`config.mk`:
```
export PLATFORM = sky130hd
export DESIGN_NAME = pc_bp_regdump
export DESIGN_NICKNAME = d
export VERILOG_FILES = /design/src/rtl/pc_bp_regdump.sv
export SDC_FILE = /design/constraint.sdc
export NUM_CORES = 1
export LEC_CHECK = 0
export CORE_UTILIZATION = 30
export CTS_BUF_LIST = sky130_fd_sc_hd__clkbuf_8
export CTS_CLUSTER_SIZE = 12
export DETAILED_ROUTE_END_ITERATION = 6
export HOLD_SLACK_MARGIN = 0.1
export PLACE_DENSITY = 0.49
export SLEW_MARGIN = 40
export SYNTH_ARGS = -nofsm -noshare
export SYNTH_HDL_FRONTEND = slang
export SYNTH_SLANG_ARGS = --single-unit
```
`constraint.sdc`:
```
create_clock -name clk -period 3.78 [get_ports clk]
set_clock_uncertainty 0.05 [all_clocks]
set_input_delay 0.945 -clock clk [delete_from_list [all_inputs] [get_ports clk]]
set_output_delay 0.945 -clock clk [all_outputs]
set_load 0.005 [all_outputs]
```
`src/rtl/pc_bp_regdump.sv`:
```
// PC breakpoint unit: on a retiring-PC match it stalls the core and streams a
// header beat plus NUM_REGS register-file values over a valid/ready port.
module pc_bp_regdump #(
  parameter int unsigned XLEN     = 32,
  parameter int unsigned NUM_BP   = 4,
  parameter int unsigned NUM_REGS = 32,
  parameter int unsigned CNT_W    = 16,
  localparam int unsigned IDX_W   = (NUM_BP > 1) ? $clog2(NUM_BP) : 1
) (
  input  logic             clk,
  input  logic             nrst,
  input  logic [XLEN-1:0]  pc,
  input  logic             pc_valid,
  input  logic             bp_we,
  input  logic [IDX_W-1:0] bp_idx,
  input  logic [XLEN-1:0]  bp_addr,
  input  logic             bp_en,
  output logic [4:0]       rf_raddr,
  input  logic [XLEN-1:0]  rf_rdata,
  output logic             core_stall,
  output logic             dump_valid,
  input  logic             dump_ready,
  output logic [XLEN-1:0]  dump_data,
  output logic             dump_hdr,
  output logic [4:0]       dump_idx,
  output logic             dump_last,
  output logic             busy,
  output logic [CNT_W-1:0] hit_count,
  output logic [CNT_W-1:0] miss_count
);

  typedef enum logic [1:0] {IDLE, HDR, BODY} state_t;

  localparam logic [4:0] LAST_R = 5'(NUM_REGS - 1);

  state_t            state;
  logic [4:0]        r;
  logic [XLEN-1:0]   cap_pc;
  logic [IDX_W-1:0]  cap_k;
  logic [XLEN-1:0]   bp_addr_q [NUM_BP];
  logic [NUM_BP-1:0] bp_en_q;
  logic              hit;
  logic [IDX_W-1:0]  hit_k;

  always_ff @(posedge clk or negedge nrst) begin
    if (!nrst) begin
      for (int unsigned k = 0; k < NUM_BP; k++) bp_addr_q[k] <= '0;
      bp_en_q <= '0;
    end else if (bp_we && (32'(bp_idx) < NUM_BP)) begin
      bp_addr_q[bp_idx] <= bp_addr;
      bp_en_q[bp_idx]   <= bp_en;
    end
  end

  // Scan downwards so the lowest matching entry is the one left in hit_k.
  always_comb begin
    hit   = 1'b0;
    hit_k = '0;
    for (int unsigned k = NUM_BP; k > 0; k--) begin
      if (pc_valid && bp_en_q[k-1] && (bp_addr_q[k-1] == pc)) begin
        hit   = 1'b1;
        hit_k = IDX_W'(k - 1);
      end
    end
  end

  always_ff @(posedge clk or negedge nrst) begin
    if (!nrst) begin
      state      <= IDLE;
      r          <= '0;
      cap_pc     <= '0;
      cap_k      <= '0;
      hit_count  <= '0;
      miss_count <= '0;
    end else begin
      case (state)
        IDLE: begin
          if (hit) begin
            state  <= HDR;
            cap_pc <= pc;
            cap_k  <= hit_k;
            if (hit_count != '1) hit_count <= hit_count + 1'b1;
          end
        end
        HDR: begin
          if (dump_ready) begin
            state <= BODY;
            r     <= '0;
          end
        end
        BODY: begin
          if (dump_ready) begin
            r <= r + 1'b1;
            if (r == LAST_R) state <= IDLE;
          end
        end
        default: state <= IDLE;
      endcase
      if (hit && (state != IDLE) && (miss_count != '1)) miss_count <= miss_count + 1'b1;
    end
  end

  // Outputs decode only registered state, so reset removes them asynchronously.
  assign busy       = (state != IDLE);
  assign core_stall = busy;
  assign dump_valid = busy;
  assign dump_hdr   = (state == HDR);
  assign dump_last  = (state == BODY) && (r == LAST_R);
  assign rf_raddr   = (state == BODY) ? r : '0;

  always_comb begin
    dump_data = '0;
    dump_idx  = '0;
    case (state)
      HDR: begin
        dump_data = cap_pc;
        dump_idx  = 5'(cap_k);
      end
      BODY: begin
        dump_data = rf_rdata;
        dump_idx  = r;
      end
      default: ;
    endcase
  end

endmodule

```
# Word-level counts from Yosys, hierarchy flattened

Cells that the tools add are included.

Register bits: 205
Bits of input ports: 104
Output and inout bits: 79
Logic and storage cells: 77

$add $sub $neg: 3
$lt $le $gt $ge: 4
Equal/unequal tests: 13
Multiplexer cells: 25
Bitwise gates (word level): 1
Reductions and logical operators: 20

Operators with widths:

| kind                                                      | number |
|---|---|
| bitwise mux 128 bit                                       | 1 |
| == test 32 bit                                            | 4 |
| demux 32 bit (select 2 bit)                               | 1 |
| case mux 32 bit (2 select lines)                          | 1 |
| adder 16 x 1 -> 16 bit (second input constant)            | 2 |
| 2-to-1 mux 32 bit                                         | 1 |
| != test 16 bit (second input constant)                    | 2 |
| case mux 5 bit (2 select lines)                           | 2 |
| 2-to-1 mux 2 bit                                          | 8 |
| 2-to-1 mux 5 bit                                          | 3 |
| logical AND 1 bit                                         | 13 |
| != test 2 bit (second input constant)                     | 4 |
| case mux 2 bit (3 select lines)                           | 1 |
| AND reduction 3 bit                                       | 2 |
| adder 5 x 1 -> 5 bit (second input constant)              | 1 |
| == test 5 bit (second input constant)                     | 1 |
| 2-to-1 mux 1 bit                                          | 5 |
| bitwise mux 4 bit                                         | 1 |
| AND reduction 4 bit                                       | 1 |
| nonzero test 2 bit                                        | 2 |
| greater-or-equal comparator 3 bit (second input constant) | 1 |
| < comparator 2 x 3 -> 1 bit (second input constant)       | 1 |
| < comparator 3 x 1 -> 1 bit (second input constant)       | 1 |
| inverter 2 -> 3 bit                                       | 1 |
| other kinds (6)                                           | 6 |

# Longest topological paths before layout

Depth in word-level cells: 8
Depth in mapped cells: 10
Depth with buffers taken out: 7

# Worst setup path before layout

OpenSTA, ideal clock, no wires.

Path type: input port to flip-flop
From: input port pc[10]
To: register cap_pc[26]
Library setup time: 125 ps
Arrival time: 3,245 ps
Data required time: 3,605 ps
Slack: 361 ps
Stages: 9
Buffers on the path: 3
Cell sequence: buf_2 > xor2_1 > or4_1 > a211o_1 > or3_4 > a41oi_2 > buf_6 > buf_6 > mux2_2

Word-level cells in the longest chain between the ends: 7
Elaborated cells between the ends (all ways): 13
Those cells by class: 4 x eq/ne; 4 x mux; 5 x reduce/logical

RTL lines:

| element                                | RTL line | RTL |
|---|---|---|
| start, declared                        | 12       | `input logic [XLEN-1:0] pc,` |
| == test 32 bit                         | 60       | `if (pc_valid && bp_en_q[k-1] && (bp_addr_q[k-1] == pc)) begin` |
| logical AND 1 bit                      | 60       |  |
| 2-to-1 mux 1 bit (3 in series)         | 60       |  |
| 2-to-1 mux 1 bit *                     | 60       |  |
| AND reduction 2 bit (no source line) * | -        |  |
| end signal, assigned                   | 80       | `cap_pc <= pc;` |
| end, declared                          | 38       | `logic [XLEN-1:0] cap_pc;` |

Every way passes the cells marked *; elsewhere a longest branch is shown, timed or not.
A chain may end at the register's enable or synchronous reset.

# Worst setup path in the final report

From: register state[1]
To: output port dump_data[11]

Word-level cells in the longest chain between the ends: 2
Elaborated cells between the ends (all ways): 3
Those cells by class: 2 x eq/ne; 1 x mux

RTL lines:

| element                                                 | RTL line | RTL |
|---|---|---|
| start, declared                                         | 36       | `state_t state;` |
| start signal, assigned                                  | 69       | `state <= IDLE;` |
| start signal, assigned                                  | 79       | `state <= HDR;` |
| start signal, assigned                                  | 87       | `state <= BODY;` |
| == test 2 bit or == test 2 x 1 -> 1 bit (tied branches) | 114      | `case (state)` |
| case mux 32 bit (2 select lines) *                      | 114      |  |
| end, declared                                           | 23       | `output logic [XLEN-1:0] dump_data,` |

Marked as above.

==> summary.md <==
| Metric | Value |
|---|---|
| Crit path time final | 3.50 ns |
| Leakage | 6.05 nW |
| Status | finished clean |
| Reg2reg end | cap_pc[24] |
| Final instance area | 0.0143 mm2 |
| Hold-fix buffer count after cts | 0 |
| DRC | 0 |
| Die Y | 190 um |
| Clk Latency, worst-skew pair | 0.54 ns |
| Via count | 7990 |
| Max FO, Critical Path | 30 |
| Crit Path Category | reg2out |
| Flops & latches, synth | 205 |
| DRT antenna net count | 0 |
| Clock transition at path regs | 0.06 ns |
| Vias/cell | 4.90 |
| Period utilization | 0.926 |
| Worst EP required | 2.78 ns |
| Global route overflow | 0 |
| Starting Density | 0.305 |
| Worst setup SP type | register |
| Pin count of the biggest net entering global routing | 66 |
| Detailed-route wire length per cell | 21.1 um |
| Site Rows | 68 |
| R2r startpoint | bp_addr_q[42] |
| Max-slew violation count | 0 |
| Peak supply drop | 0.000209 V |
| Final Worst Setup Slack | 0.281 ns |
| Layout cells sized above 1 | 0.281 |
| Die footprint | 0.0360 mm2 |
| Max Root-Sink Buffers | 3 |
| Top FF cell, synth | dfrtp_1 |
| Max_cap viols | 0 |
| Finished Core Util | 0.414 |
| Max Fclk | 0.286 GHz |
| CP Capture Type | primary output |
| PwrDens | 425 mW/mm2 |
| Distinct cell type count after synthesis | 48 |
| Dpl hpwl | 26.9 mm |
| Synthesized area | 0.0106 mm2 |
| First-pass GRT wire length | 52.2 mm |
| DP Area | 0.0135 mm2 |
| Pre-CTS WS | -0.183 ns |
| Asr flop ratio synth | 1.00 |
| Post-Syn Area per Cell | 11.8 um2 |
| Worst slew pin tran | 0.605 ns |
| Port Buffers | 182 |
| Routability Congestion | 0.948 |
| Top-area cell type share of the netlist area | 0.486 |
| Diode count | 0 |
| Reg2reg setup slack | 0.92 ns |
| Iteration-0 DRC count of the detailed router | 472 |
| Yosys warnings | 0 |
| RSZ-0062 raised after global routing | no |
| CTS Sinks | 205 |
| Syn_nets | 1007 |
| Synth-to-layout area growth | 35.8% |
| Initial antenna violation count | 1 |
| Final net count | 1260 |
| EDFF count, synth | 0 |
| Root Buffer | clkbuf_8 |
| CTS tree | built |
| Most frequent cells after synthesis | dfrtp_1, mux2_2, xor2_1 |
| CORE AREA | 0.0346 mm2 |
| Sequential-to-total area share from yosys stat | 0.486 |
| Gr usage total | 0.195 |
| CP Data Arrival Time | 2.50 ns |
| Htree depth | 2 |
| Final hold vios | 0 |
| Synth area leaders | dfrtp_1, mux2_2, xor2_1 |
| Most common cell in the synthesized netlist | dfrtp_1 |
| I/O pin count | 183 |
| Vias in the first global route | 8203 |
| Die Width | 190 um |
| Drt pass-1 iters | 4 |
| Routed WL | 34.4 mm |
| Largest area contributor in the netlist | dfrtp_1 |
| Reg2reg path depth | 7 |
| Worst hold path class | in2async |
| Final setup fails | 0 |
| Post-synthesis instance total | 896 |
| Cts bufs inserted | 40 |
| Worst slew margin | 0.592 |
how the worst max path moves through the flow:
stage | slack, ns | to | startpoint | cells past startpoint
5_1_grt | 0.12 | dump_data[16] | state[1] | 5
4_1_cts | 0.16 | dump_idx[0] | state[0] | 7
2_1_floorplan | 0.36 | cap_pc[26] | pc[10] | 9
3_3_place_gp | -0.16 | hit_count[1] | pc[21] | 9
6_report | 0.28 | dump_data[11] | state[1] | 5
3_5_place_dp | -0.18 | hit_count[1] | pc[26] | 11
worst max-delay path, cell delays in order (launching register included):
cell,delay (ns)
dfrtp_1,0.40
inv_1,0.09
ha_1,0.46
buf_4,0.33
nor2b_1,0.18
clkdlybuf4s50_1,0.51
area by class of cell:
| class | count | area [um2] |
|---|---|---|
| Clock buffer | 56 | 771 |
| Clock inverter | 11 | 47.5 |
| Fill cell | 3390 | 20300 |
| Inverter | 9 | 33.8 |
| Multi-Input combinational cell | 614 | 5150 |
| Sequential cell | 205 | 5130 |
| Tap cell | 455 | 569 |
| Timing Repair Buffer | 279 | 2640 |
cells in the final DEF, fill, tap and decap left out, drive strengths merged, types with 2 or more instances in the layout:
| master | netlist | routed |
|---|---|---|
| dfrtp | 205 | 205 |
| clkdlybuf4s50 | 0 | 181 |
| mux2 | 167 | 167 |
| xor2 | 129 | 129 |
| buf | 10 | 97 |
| clkbuf | 58 | 57 |
| nor4 | 50 | 50 |
| nor2b | 34 | 34 |
| a22oi | 32 | 32 |
| xnor2 | 26 | 26 |
| nand3 | 25 | 25 |
| inv | 9 | 19 |
| nand4 | 18 | 18 |
| nand2 | 17 | 17 |
| nor2 | 16 | 16 |
| nor3 | 14 | 14 |
| and3 | 13 | 13 |
| a21oi | 11 | 11 |
| nor4b | 8 | 8 |
| and2 | 7 | 7 |
| ha | 7 | 7 |
| nand4b | 6 | 6 |
| or4 | 5 | 5 |
| o21ai | 4 | 4 |
| and4 | 3 | 3 |
| nand3b | 2 | 2 |
| a22o | 2 | 2 |
| a32o | 2 | 2 |
| or3 | 2 | 2 |
| a41oi | 2 | 2 |
stage by stage:
stage          power [mW]  std cells  setup TNS [ns]  hold WS, ns
6_report             6.10       1629               0        0.336
4_1_cts              6.19       1629               0        0.352
2_1_floorplan        3.26        896               0        0.428
3_5_place_dp         3.90       1562           -6.62        0.436
5_1_grt              6.39       1629               0        0.373
3_3_place_gp         3.89       1562           -5.80        0.440
report_power, final:
group | total, mW | switching (mW) | internal [mW]
clock | 2.24 | 0.935 | 1.30
combinational | 1.20 | 0.629 | 0.574
sequential | 2.66 | 0.193 | 2.47
sequential cells by signal, summed over array words and instances, names as in the netlist:
name,flops
r,5
cap_k,2
bp_addr_q,128
state,2
hit_count,16
cap_pc,32
miss_count,16
bp_en_q,4
per-layer routing:
| metal | GRT usage | routed length (um) | up-vias | share of wire |
|---|---|---|---|---|
| met2 | 0.316 | 16000 | 250 | 0.46 |
| met4 | 0.0462 | 597 | 0 | 0.017 |
| met5 | 0 | 0 | - | 0 |
| li1 | - | - | 3721 | - |
| met3 | 0.0415 | 2080 | 43 | 0.061 |
| met1 | 0.265 | 15700 | 3976 | 0.46 |
cell families (layout without fill, tap and decap cells):
kind of cell,count (synthesis),in the layout,synth area share
adder cells (fa/ha/maj),7,7,0.00829
XOR/XNOR,155,155,0.129
multiplexers,168,168,0.179
flip-flops,205,205,0.486
AO/OA/AOI/OAI,60,60,0.0416
buffers and inverters,77,355,0.0303
AND/OR/NAND/NOR,224,224,0.126
timing repair:
item,CTS,global route
gates resized for setup,0,1
setup endpoints to repair,0,1
hold endpoints to repair,0,0
setup buffers,0,0
Note: power is estimated with default switching activity, not from simulation.
